**config.mk**
```make
export PLATFORM = sky130hd
export DESIGN_NAME = coinc_acq_ctrl
export DESIGN_NICKNAME = d
export VERILOG_FILES = /design/src/rtl/coinc_pkg.sv /design/src/rtl/coinc_snapshot_ser.sv /design/src/rtl/coinc_acq_ctrl.sv
export SDC_FILE = /design/constraint.sdc
export NUM_CORES = 1
export LEC_CHECK = 0
export CAP_MARGIN = 10
export CORE_AREA = 4 4 93 160
export DETAILED_ROUTE_END_ITERATION = 10
export DIE_AREA = 0 0 97 164
export GPL_TIMING_DRIVEN = 0
export PLACE_DENSITY_LB_ADDON = 0.15
export RECOVER_POWER = 50
export SYNTH_ARGS = -nofsm -noshare
export SYNTH_HDL_FRONTEND = slang
export SYNTH_SLANG_ARGS = --single-unit
```
**constraint.sdc**
```tcl
create_clock -name Clk -period 3.3 [get_ports Clk]
set_input_delay 0.495 -clock Clk [delete_from_list [all_inputs] [get_ports Clk]]
set_output_delay 0.495 -clock Clk [all_outputs]
set_load 0.02 [all_outputs]
```
**src/rtl/coinc_pkg.sv**
```systemverilog
// coinc_pkg: shared state type and pair-ordering helpers for the coincidence datapath
package coinc_pkg;

    typedef enum logic [2:0] {IDLE, CLEAR, GATE, SETTLE, LATCH, READOUT, DONE} acq_state_t;

    function automatic int npair(input int nchan);
        return nchan * (nchan - 1) / 2;
    endfunction

    // Lexicographic (i,j), i<j: (0,1)=0, (0,2)=1, ..., (nchan-2,nchan-1)=npair-1
    function automatic int pair_index(input int i, input int j, input int nchan);
        return i * nchan - i * (i + 1) / 2 + (j - i - 1);
    endfunction

endpackage

```
**src/rtl/coinc_snapshot_ser.sv**
```systemverilog
// coinc_snapshot_ser: pair-count snapshot plus one-pair-per-transfer valid/ready serializer
module coinc_snapshot_ser #(
    parameter int NPAIR  = 6,
    parameter int CWIDTH = 16,
    parameter int IWIDTH = 3
) (
    input  logic                    Clk,
    input  logic                    Rst_n,
    input  logic                    Load,
    input  logic                    Flush,
    input  logic [NPAIR*CWIDTH-1:0] CountsIn,
    input  logic                    OutReady,
    output logic                    OutValid,
    output logic [CWIDTH-1:0]       OutData,
    output logic [IWIDTH-1:0]       OutIdx,
    output logic                    OutLast
);

    logic [CWIDTH-1:0] snap [NPAIR];

    // Capture every pair count in the same cycle; hold it otherwise (a flush keeps it)
    always_ff @(posedge Clk or negedge Rst_n) begin
        if (!Rst_n)
            for (int p = 0; p < NPAIR; p++) snap[p] <= '0;
        else if (Load)
            for (int p = 0; p < NPAIR; p++) snap[p] <= CountsIn[p*CWIDTH +: CWIDTH];
    end

    // Output stage: start at pair 0 after a load, advance on each accepted transfer, stop after the last
    always_ff @(posedge Clk or negedge Rst_n) begin
        if (!Rst_n) begin
            OutValid <= 1'b0;
            OutIdx   <= '0;
            OutLast  <= 1'b0;
        end else if (Flush) begin
            OutValid <= 1'b0;
            OutLast  <= 1'b0;
        end else if (Load) begin
            OutValid <= 1'b1;
            OutIdx   <= '0;
            OutLast  <= (NPAIR == 1);
        end else if (OutValid && OutReady) begin
            OutValid <= !OutLast;
            OutLast  <= OutIdx == IWIDTH'(NPAIR - 2);
            OutIdx   <= OutLast ? OutIdx : OutIdx + IWIDTH'(1);
        end
    end

    assign OutData = snap[OutIdx];

endmodule

```
**src/rtl/coinc_acq_ctrl.sv**
```systemverilog
// coinc_acq_ctrl: clear / gate / settle / snapshot / stream sequencer for the coincidence detector
module coinc_acq_ctrl import coinc_pkg::*; #(
    parameter int NCHAN  = 4,
    parameter int CWIDTH = 16,
    parameter int GWIDTH = 24,
    parameter int SETTLE = 2
) (
    input  logic                              Clk,
    input  logic                              Rst_n,
    input  logic                              Start,
    input  logic                              Abort,
    input  logic [GWIDTH-1:0]                 GateLen,
    input  logic [npair(NCHAN)*CWIDTH-1:0]    CountsIn,
    output logic                              DetClear,
    output logic                              DetEnable,
    output logic                              Busy,
    output logic                              OutValid,
    input  logic                              OutReady,
    output logic [CWIDTH-1:0]                 OutData,
    output logic [$clog2(npair(NCHAN))-1:0]   OutIdx,
    output logic                              OutLast,
    output logic                              Done
);

    localparam int NPAIR  = npair(NCHAN);
    localparam int IWIDTH = $clog2(NPAIR);
    localparam int SWIDTH = $clog2(SETTLE + 1);

    acq_state_t        state;
    logic [GWIDTH-1:0] gcnt;
    logic [SWIDTH-1:0] scnt;
    logic              flush;
    logic              load;

    assign Busy  = state != IDLE;
    assign flush = Abort && Busy;
    assign load  = state == LATCH;

    // Sequencer: gate counts down from the latched length, settle covers the detector pipeline
    always_ff @(posedge Clk or negedge Rst_n) begin
        if (!Rst_n) begin
            state     <= IDLE;
            gcnt      <= '0;
            scnt      <= '0;
            DetClear  <= 1'b0;
            DetEnable <= 1'b0;
            Done      <= 1'b0;
        end else if (flush) begin
            state     <= IDLE;
            DetClear  <= 1'b0;
            DetEnable <= 1'b0;
            Done      <= 1'b0;
        end else begin
            case (state)
                IDLE:
                    if (Start && !Abort) begin
                        state    <= CLEAR;
                        gcnt     <= (GateLen == '0) ? GWIDTH'(1) : GateLen;
                        DetClear <= 1'b1;
                    end
                CLEAR: begin
                    state     <= GATE;
                    DetClear  <= 1'b0;
                    DetEnable <= 1'b1;
                end
                GATE:
                    if (gcnt == GWIDTH'(1)) begin
                        state     <= coinc_pkg::SETTLE;
                        DetEnable <= 1'b0;
                        scnt      <= SWIDTH'(SETTLE);
                    end else
                        gcnt <= gcnt - GWIDTH'(1);
                coinc_pkg::SETTLE:
                    if (scnt == SWIDTH'(1))
                        state <= LATCH;
                    else
                        scnt <= scnt - SWIDTH'(1);
                LATCH:
                    state <= READOUT;
                READOUT:
                    if (OutValid && OutReady && OutLast) begin
                        state <= DONE;
                        Done  <= 1'b1;
                    end
                DONE: begin
                    state <= IDLE;
                    Done  <= 1'b0;
                end
                default:
                    state <= IDLE;
            endcase
        end
    end

    coinc_snapshot_ser #(
        .NPAIR  (NPAIR),
        .CWIDTH (CWIDTH),
        .IWIDTH (IWIDTH)
    ) u_ser (
        .Clk      (Clk),
        .Rst_n    (Rst_n),
        .Load     (load),
        .Flush    (flush),
        .CountsIn (CountsIn),
        .OutReady (OutReady),
        .OutValid (OutValid),
        .OutData  (OutData),
        .OutIdx   (OutIdx),
        .OutLast  (OutLast)
    );

endmodule

```
==> results.cfg <==
[critical_path]
cpMaxStageDelayCell = clkdlybuf4s50_1
critPathCaptureType = primary output
cp.required_ps = 2800
worstSetupEndpoint = OutData[12]
max_stage_delay_ps = 650
reg2reg_slack_ps = 270
worstPathCellList = buf_4 -> buf_2 -> mux2i_1 -> o22ai_1 -> clkdlybuf4s50_1
regToRegStartpoint = gcnt[6]
cp.arrival_ps = 2680
r2r_end = gcnt[6]
crit_start = u_ser.OutIdx[0]
critical_path.max_fanout = 10
cp-start-kind = flip-flop
critPathKind = flip-flop to primary output
r2r_cells = 7

[cts]
clockBufferDepth = 2
cts_num_sinks = 133
htreeDepth = 4
cts_root_buf = clkbuf_16
cts.hold.buffers_added = 0
numCtsBuffers = 17
path_clk_slew_ps = 70
tritoncts = built
clkLatencyLatePin_ps = 420

[sta]
finClkSkew_ps = 15.36
hold_viol_final = 0
min_period_over_period_pct = 96.24
clock.fmax_mhz = 314.9
layout_min_cycle_time_ps = 3176
finalSetupViolations = 0
fin_tns_setup_ps = 0
tightest_slew_ps = 1576
fin_ws_ps = 124.1
maxSlewHeadroom_pct = -5.045
drv_slew = 62
rsz0062_at_grt = no

[synth]
synth_edf_count = 0
syn-instance-count = 575
synth.avg_cell_area_um2 = 11.79
synth.net_count = 705
ys_seq_elements = 133
async_flop_share_pct = 100.0
ys.flop_type = dfrtp_1
netlist_area_um2 = 6780
ys_seq_area_share_pct = 49.09
yosys_warnings = 0
synth.distinct_cells = 53

[drt]
routed_wl_mm = 20.88
drc = 0
drtIter0Drc = 248
wl_met3_mm = 1.153
dr_wl_met2_mm = 11.68
vias_per_cell = 6.049
antenna_left = 0
post_drt_wl_per_cell_um = 22.45
routedLengthMet1_mm = 7.030
dr.pass1.iters = 5
top_layer = met4
vias = 5626

[global_routing]
overflow = 0
grt_pass1_wl_mm = 32.99
grt_pass1_vias = 6126
grt_use_total_pct = 26.86
grt_max_degree = 73
antenna_found_initial = 1

[pwr]
ir_drop_uv = 430.6
power_density_nw_per_um2 = 565.9
total_power_uw = 5188
leakage_uw = 0.003941

[min_path]
min_path_type = primary input to async pin

[floorplan]
start_util_pct = 50.14
die_h_um = 164
ioPinCount = 150
rows = 56
core_um2 = 13520
die-area_um2 = 15910
die_w_um = 97

[finish]
stdcell_area_um2 = 9168
nFillCells = 1021
fin_nets = 872
area_delta_synth_final_pct = 35.21
drive_above_1_share_pct = 21.99

[placement]
dp_hpwl_mm = 16.12
placed_cell_area_um2 = 8518
numPortBuffers = 149
place_ws_ps = -375.6
place_congestion = 0.9664

[outcome]
violations = capacitance limit, slew limit
status = complete, but fails checks

[run]
max_cap_viol_count = 1
[registers in the layout (all words and copies together) (netlist names), 2 cells and up]
name,flops
u_ser.OutIdx,3
state,3
u_ser.snap,96
gcnt,24
scnt,2
[area by class of cell]
type	instances	area [um^2]	area share [%]
flip-flops and latches	133	3328	36.30
inverters	35	131.4	1.433
well taps	174	217.7	2.375
multi-input cells	365	3148	34.34
diodes	1	2.502	0.02730
plain buffers	40	183.9	2.006
clock buffers	18	429.2	4.681
clock inverters	14	212.7	2.320
repair buffers	150	1514	16.51
[metrics by stage]
step / std cells / hold WS [ps] / utilization, %
2_1_floorplan: 575 / 199.4 / -
3_3_place_gp: 898 / 484.4 / 62.78
3_5_place_dp: 899 / 492.5 / 62.99
4_1_cts: 929 / 71.69 / 67.76
5_1_grt: 930 / 513.8 / 67.79
6_report: 930 / 465.9 / 67.79
[cell families after synthesis]
| kind of cell | synth area share (%) |
|---|---|
| AND/OR/NAND/NOR | 8.009 |
| AO/OA/AOI/OAI | 12.73 |
| buffers and inverters | 4.595 |
| flip-flops | 49.09 |
| adder cells (fa/ha/maj) | 0.9227 |
| multiplexers | 24.52 |
| XOR/XNOR | 0.1292 |
[timing repair]
item | in CTS | in global routing
resized for setup | 10 | 3
setup endpoints to repair | 16 | 6
buffers inserted | 0 | 0
hold endpoints to repair | 0 | 0
[routing by layer]
layer | global-route usage [%] | up-vias
li1 | - | 2492
met1 | 26.64 | 2827
met2 | 51.04 | 239
met3 | 6.120 | 68
met4 | 14.76 | 0
met5 | 0 | -
[cell usage after synthesis (all sizes together), types with 11 or more instances]
| library cell | n | area, um^2 |
|---|---|---|
| dfrtp | 133 | 3328 |
| mux2 | 97 | 1092 |
| inv | 35 | 131.4 |
| nor2 | 32 | 120.1 |
| o22ai | 29 | 181.4 |
| clkbuf | 28 | 105.1 |
| a21oi | 21 | 116.4 |
| mux2i | 21 | 210.2 |
| mux4 | 16 | 360.4 |
| buf | 14 | 75.07 |
| nand2 | 12 | 45.04 |
| nor4 | 12 | 87.58 |
| a221oi | 11 | 96.34 |
| nor3 | 11 | 55.05 |
[cell usage in the layout (no fill, tap or decap), types with 6 or more instances in the layout]
cell type / n
o22a_1: 8
o21ai_0: 8
nand3_1: 8
dfrtp_1: 133
a22oi_1: 10
nand2_1: 12
nor4_1: 10
mux2_2: 96
clkdlybuf4s50_1: 140
nor2_1: 32
mux2i_1: 21
dlygate4sd3_1: 8
o22ai_1: 29
a221oi_1: 11
buf_2: 6
a21oi_1: 20
inv_1: 35
a31oi_1: 7
clkbuf_16: 17
nor3_1: 11
a211oi_1: 8
clkbuf_1: 26
mux4_2: 16
[where the power goes]
| part | internal [uW] | leakage, uW | switching [uW] |
|---|---|---|---|
| Combinational | 540 | 0.00197 | 487 |
| Sequential | 1890 | 0.00166 | 213 |
| Clock | 1290 | 0.000308 | 770 |
| Total | 3720 | 0.00394 | 1470 |
[worst max-delay path, delay by kind of cell, from the launching register on]
| family | cells | cell delay [ps] |
|---|---|---|
| buffers and inverters | 3 | 1300 |
| DFF | 1 | 610 |
| muxes | 1 | 130 |
| AOI/OAI and AO/OA | 1 | 230 |
[how the worst min path moves through the flow]
stage	slack, ps	startpoint	end
6_report	470	Rst_n	gcnt[15]
5_1_grt	510	u_ser.snap[9]	u_ser.snap[9]
4_1_cts	70	Rst_n	gcnt[15]
3_5_place_dp	490	u_ser.snap[50]	u_ser.snap[50]
3_3_place_gp	480	u_ser.snap[42]	u_ser.snap[42]
2_1_floorplan	200	Rst_n	DetClear
(Power assumes the default switching activity.)
